$ cat config.mk
export PLATFORM = sky130hd
export DESIGN_NAME = clk_div_ctrl
export DESIGN_NICKNAME = d
export VERILOG_FILES = /design/src/rtl/clk_div_ctrl.sv
export SDC_FILE = /design/constraint.sdc
export NUM_CORES = 1
export LEC_CHECK = 0
export BUFFER_PORTS_ARGS = -buffer_cell sky130_fd_sc_hd__buf_2
export CAP_MARGIN = 10
export CORE_UTILIZATION = 55
export CTS_CLUSTER_SIZE = 10
export DETAILED_ROUTE_END_ITERATION = 7
export PLACE_DENSITY = 0.77
export SLEW_MARGIN = 10
export SYNTH_ARGS = -nofsm -noshare
export SYNTH_HDL_FRONTEND = slang
export SYNTH_SLANG_ARGS = --single-unit
$ cat constraint.sdc
create_clock -name clk -period 5.1 [get_ports clk]
set_input_delay 0.765 -clock clk [delete_from_list [all_inputs] [get_ports clk]]
set_output_delay 0.765 -clock clk [all_outputs]
set_load 0.01 [all_outputs]
$ cat src/rtl/clk_div_ctrl.sv
// rtl/clk_div_ctrl.sv - programmable 50% duty clock divider with glitch-free ratio change handshake
// Optional feature macro: CLK_DIV_CTRL_TICK_EN adds a one-cycle tick output on each clk_div rise.
module clk_div_ctrl #(
  parameter int WIDTH       = 8,
  parameter int DEFAULT_DIV = 5
) (
  input  logic             clk,
  input  logic             rst,
  input  logic             enable,
  input  logic             div_req,
  input  logic [WIDTH-1:0] div_val,
  output logic             div_ack,
  output logic             busy,
  output logic [WIDTH-1:0] cur_div,
  output logic             clk_div
`ifdef CLK_DIV_CTRL_TICK_EN
  ,
  output logic             tick
`endif
);

  typedef enum logic [1:0] {STOP, RUN, PEND} state_t;

  state_t           state;
  logic [WIDTH-1:0] cnt;
  logic [WIDTH-1:0] div_latch;
  logic             terminal;
  logic             boundary;
  logic             accept;

  // terminal: this cycle ends a half period; boundary: the end of a high phase
  // accept: a new request may be taken (never on the cycle its previous ack is visible)
  assign terminal = (cnt == cur_div - WIDTH'(1));
  assign boundary = terminal && clk_div;
  assign accept   = div_req && !busy && !div_ack;

  // Control FSM: counting, ratio handshake and run/stop sequencing
  always_ff @(posedge clk or posedge rst) begin
    if (rst) begin
      state     <= STOP;
      cnt       <= '0;
      clk_div   <= 1'b0;
      div_ack   <= 1'b0;
      busy      <= 1'b0;
      cur_div   <= WIDTH'(DEFAULT_DIV);
      div_latch <= '0;
    end else begin
      div_ack <= 1'b0;
      case (state)
        STOP: begin
          clk_div <= 1'b0;
          cnt     <= '0;
          // Idle: ratio changes apply directly with no boundary to wait for
          if (div_req && !div_ack) begin
            cur_div <= div_val;
            div_ack <= 1'b1;
          end else if (enable && (cur_div != '0)) begin
            state <= RUN;
          end
        end
        RUN, PEND: begin
          if (terminal) begin
            clk_div <= ~clk_div;
            cnt     <= '0;
          end else begin
            cnt <= cnt + WIDTH'(1);
          end
          if (boundary) begin
            if (state == PEND) begin
              // Apply latched ratio; the low phase now starting uses it
              cur_div <= div_latch;
              div_ack <= 1'b1;
              busy    <= 1'b0;
              if (!enable || (div_latch == '0)) state <= STOP;
              else                              state <= RUN;
            end else if (!enable) begin
              // A request arriving here is served from STOP on the next cycle
              state <= STOP;
            end else if (accept) begin
              div_latch <= div_val;
              busy      <= 1'b1;
              state     <= PEND;
            end
          end else if ((state == RUN) && accept) begin
            div_latch <= div_val;
            busy      <= 1'b1;
            state     <= PEND;
          end
        end
        default: state <= STOP;
      endcase
    end
  end

`ifdef CLK_DIV_CTRL_TICK_EN
  // Tick marks the edge where clk_div goes 0->1
  always_ff @(posedge clk or posedge rst) begin
    if (rst) begin
      tick <= 1'b0;
    end else begin
      tick <= (state != STOP) && terminal && !clk_div;
    end
  end
`endif

endmodule

Yosys cells after proc, flatten, opt, wreduce, memory -nomap -nowiden
Index checks and enable logic that the tools add are counted.
{"block": "op_classes", "add_sub_neg": 2, "eq_ne": 16, "n_mux": 31, "bitwise": 1, "n_reduce_logical": 21}
{"op": "2-to-1 mux 8 bit", "count": 9}
{"op": "one-hot mux 8 bit (2 select lines)", "count": 2}
{"op": "!= test 2 bit, second input constant", "count": 8}
{"op": "2-to-1 mux 2 bit", "count": 7}
{"op": "AND reduction 4 bit", "count": 3}
{"op": "2-to-1 mux 1 bit", "count": 10}
{"op": "adder 8 x 1 -> 8 bit, second input constant", "count": 1}
{"op": "equality test 8 bit", "count": 1}
{"op": "zero test 8 bit", "count": 1}
{"op": "nonzero test 8 bit", "count": 1}
{"op": "subtractor 8 x 1 -> 8 bit, second input constant", "count": 1}
{"op": "logical AND 1 bit", "count": 6}
{"op": "!= test 5 bit, second input constant", "count": 1}
{"op": "AND reduction 5 bit", "count": 1}
{"op": "one-hot mux 1 bit (2 select lines)", "count": 2}
{"op": "one-hot mux 2 bit (2 select lines)", "count": 1}
{"op": "nonzero test 2 bit", "count": 2}
{"op": "zero test 1 bit", "count": 3}
{"op": "!= test 3 x 1 -> 1 bit, second input constant", "count": 1}
{"op": "!= test 3 x 2 -> 1 bit, second input constant", "count": 1}
{"op": "!= test 3 bit, second input constant", "count": 1}
{"op": "equality test 2 x 1 -> 1 bit, second input constant", "count": 1}
{"op": "equality test 2 bit, second input constant", "count": 1}
{"op": "zero test 2 bit", "count": 1}
{"op": "5 further kinds", "count": 5}
{"block": "totals", "regBits": 29, "in_bits": 12, "output_inout_bits": 11, "elab_cells": 78}

Longest topological paths before layout
{"block": "depth", "depth_word": 8, "depth_mapped": 9, "mapped_depth_nobuf": 8}

Worst setup path after synthesis
No wires, ideal clock.
{"block": "synth_timing", "kind": "reg-to-reg", "from": "reg cur_div[0]", "to": "reg div_latch[0]", "setup_ps": 125, "arrival_ps": 2753, "t_required_ps": 4975, "path_slack_ps": 2222, "path_stages_with_launch": 9, "n_path_buf": 0, "synth_period_minus_slack_ps": 2878, "cell_sequence": "dfstp_2 > inv_1 > ha_1 > nor2b_1 > nand3_1 > or4b_4 > nor4_4 > mux2i_2 > mux2_2"}
{"block": "synth_between", "elab_chain_cells": 5, "word_cells_on_any_way": 9}
{"item": "start, declared", "line_no": "14", "text": "output logic [WIDTH-1:0] cur_div,"}
{"item": "start signal, assigned", "line_no": "45", "text": "cur_div <= WIDTH'(DEFAULT_DIV);"}
{"item": "start signal, assigned", "line_no": "55", "text": "cur_div <= div_val;"}
{"item": "start signal, assigned", "line_no": "71", "text": "cur_div <= div_latch;"}
{"item": "subtractor 8 x 1 -> 8 bit (*)", "line_no": "33", "text": "assign terminal = (cnt == cur_div - WIDTH'(1));"}
{"item": "equality test 8 bit (*)", "line_no": "33"}
{"item": "logical AND 1 bit (*)", "line_no": "34", "text": "assign boundary = terminal && clk_div;"}
{"item": "!= test 2 bit (no source line) (tied with other cells)"}
{"item": "AND reduction 5 bit (no source line)"}
{"item": "end signal, assigned", "line_no": "80", "text": "div_latch <= div_val;"}
{"item": "end signal, assigned", "line_no": "85", "text": "div_latch <= div_val;"}
{"item": "end, declared", "line_no": "26", "text": "logic [WIDTH-1:0] div_latch;"}
Every way passes the cells marked *; elsewhere a longest branch is shown, timed or not.
A chain may end at the register's enable or synchronous reset.

Final worst setup path
{"block": "layout_timing", "from": "reg cur_div[1]", "to": "reg div_latch[7]"}
The elaborated chain is that of the path after synthesis.

==> reports/results.tsv <==
metric	value	unit
final_common_cell	dfrtp_1	
die_h	59.0	um
drv_slew	0	
arrival	3.37	ns
syn_inst	176	
cts-root-buf	clkbuf_4	
ys_seq_area_share	40.8	%
finalSetupViolCount	0	
antennaDiodeCount	0	
netlist_area	1790	um^2
skew	0.00978	ns
start_util	58.0	%
status	finished clean	
hold_violations	0	
coreArea	3080	um^2
worstPathRequired	5.31	ns
cts_hold_buf	0	
overflow	0	
maxClockFrequency	0.317	GHz
hpwl	2760	um
wirelength	3610	um
period_share	61.9	%
seq_area	728	um^2
r2r_slack	1.94	ns
synth_edf_count	0	
die-area	3480	um^2
vias	1414	
critPathKind	reg2reg	
critPathSlowestCell	mux2i_2	
hold_class	reg2reg	
drt_iter0_drc	125	
antenna_found_initial	0	
num-fill-cells	264	
drc	0	
yosys.area.top_type_share	37.8	%
ys_ff_latch	29	
ys_types	41	
final_cells	244	
cp_max_fo	10	
min_to	busy	
cts.sink_count	29	
powerDensity	614	nW/um^2
r2r-start	cur_div[1]	
ios	23	
final_antenna_net_count	0	
syn_nets	195	
nets	218	
multiInputGateArea	992	um^2
ctsResizeCount	0	
numCtsBuffers	5	
postCtsSetupBuffers	0	
period_needed	3.16	ns
synth_area_leader_cell	dfrtp_1	
min_from	busy	
p_leak	0.882	nW
max_stage_delay	0.63	ns
grt_pass1_wl	6390	um
crit_chain	inv_1, ha_1, nor2b_1, a21oi_1, or4b_4, nor4_4, mux2i_2, mux2_2	
first_global_vias	1384	
place.gp.congestion	0.827	
clkLatencyLatePin	0.33	ns
synth_ff_type	dfrtp_1	
fin_setup_tns	0	ns
rows	20	
avgSynthCellArea	10.1	um^2
wl_per_cell	14.8	um
drive_above_1_share	31.0	%
grt_max_degree	30	
cts.clk_slew.worst_paths	0.09	ns
ctsLongestPathBuffers	2	
worst_slack	1.94	ns
placed_cells	236	
rr_worst_depth	8	
worst_slew_pin_slew	1.03	ns
slew_headroom	31.2	%
cp-start-kind	register	
htreeDepth	2	
first_pass_iters	4	
rsz0062_at_grt	false	
ir_drop	0.349	mV
total_power	1.23	mW
layout_common_cells	dfrtp_1, buf_2, mux2_2	
ys_top_cells_by_area	dfrtp_1, mux2_2, ha_1	
via_per_inst	5.80	
reg2reg_to	div_latch[7]	
io_buffer_count	22	
yosys_warnings	0	
cts_tree	done	
async_flop_share	100	%
crit_path_end_kind	register	
hold_depth	1	
fp.dieW	59.0	um
dp_slack	2.00	ns
syn_to_final_growth	11.8	%
grt.total_usage	24.9	%
max_cap_violations	0	
sequential cells by signal, summed over array words and instances (netlist names):
name and flops:
busy 1, div_ack 1, cnt 8, clk_div 1
div_latch 8, state 2, cur_div 8
synth_stat cells, types with 3 or more instances:
cell type and count:
dfrtp_1 27, or2_2 3, clkbuf_1 4, nand3_1 7, inv_1 11, nand2_1 16, nor4_1 3, mux2_2 21
o22ai_1 3, and3_1 4, o21ai_0 8, nor3_1 4, or3_1 3, nor2_1 10, mux2i_1 7, xnor2_1 4
ha_1 7, a21oi_1 4, xor2_1 4
cell families after synthesis:
logic type | count (synthesis) | share of synthesized area (%)
xor gates and xnor gates | 9 | 5.19
AOI/OAI and AO/OA | 26 | 9.53
and+or+nand+nor | 59 | 18.0
DFF | 29 | 40.8
buffers and inverters | 17 | 3.64
adders and majority gates | 7 | 4.91
muxes | 29 | 17.9
metrics by stage:
stage	cell area, um^2	utilization [%]	hold slack [ns]
final	2000	64.9	0.524
after global routing	2000	64.9	0.566
after CTS	2000	64.9	0.536
after detailed placement	1930	62.6	0.516
after global placement	1930	62.6	0.500
after floorplan	1790	-	0.498
layout make-up:
| type | instances | share of cell area, % |
|---|---|---|
| inverters | 11 | 2.07 |
| multi-input cells | 130 | 49.7 |
| well taps | 44 | 2.76 |
| clock inverters | 1 | 0.251 |
| repair buffers | 22 | 5.51 |
| flip-flops and latches | 29 | 36.5 |
| clock buffers | 7 | 3.26 |
power by group:
part           switching [mW]  internal [mW]
clock network          0.0782         0.0798
registers              0.0990          0.324
logic                   0.333          0.311
total                   0.510          0.715
worst max-delay path by stage:
stage / slack [ns] / depth (start not counted) / start / endpoint
after floorplan: 2.22 / 8 / cur_div[0] / div_latch[0]
after global routing: 1.80 / 8 / cur_div[1] / div_latch[7]
final: 1.94 / 8 / cur_div[1] / div_latch[7]
after detailed placement: 2.00 / 8 / cur_div[0] / div_latch[7]
after CTS: 1.96 / 8 / cur_div[1] / div_latch[7]
after global placement: 2.09 / 8 / cur_div[0] / div_latch[3]
layer usage:
layer | global-route usage, % | vias up | wire [um]
li1 | - | 681 | -
met1 | 33.1 | 677 | 1640
met2 | 38.8 | 46 | 1690
met3 | 7.21 | 10 | 211
met4 | 8.84 | 0 | 59
met5 | 0 | - | 0
critical path, delay by kind of cell, from the launching register on:
family | cells | cell delay, ns
flip-flops | 1 | 0.43
AND/OR/NAND/NOR | 3 | 1.13
AO/OA/AOI/OAI | 1 | 0.09
adder cells (fa/ha/maj) | 1 | 0.23
buffers and inverters | 1 | 0.11
multiplexers | 2 | 1.04
Note: power is estimated with default switching activity, not from simulation.
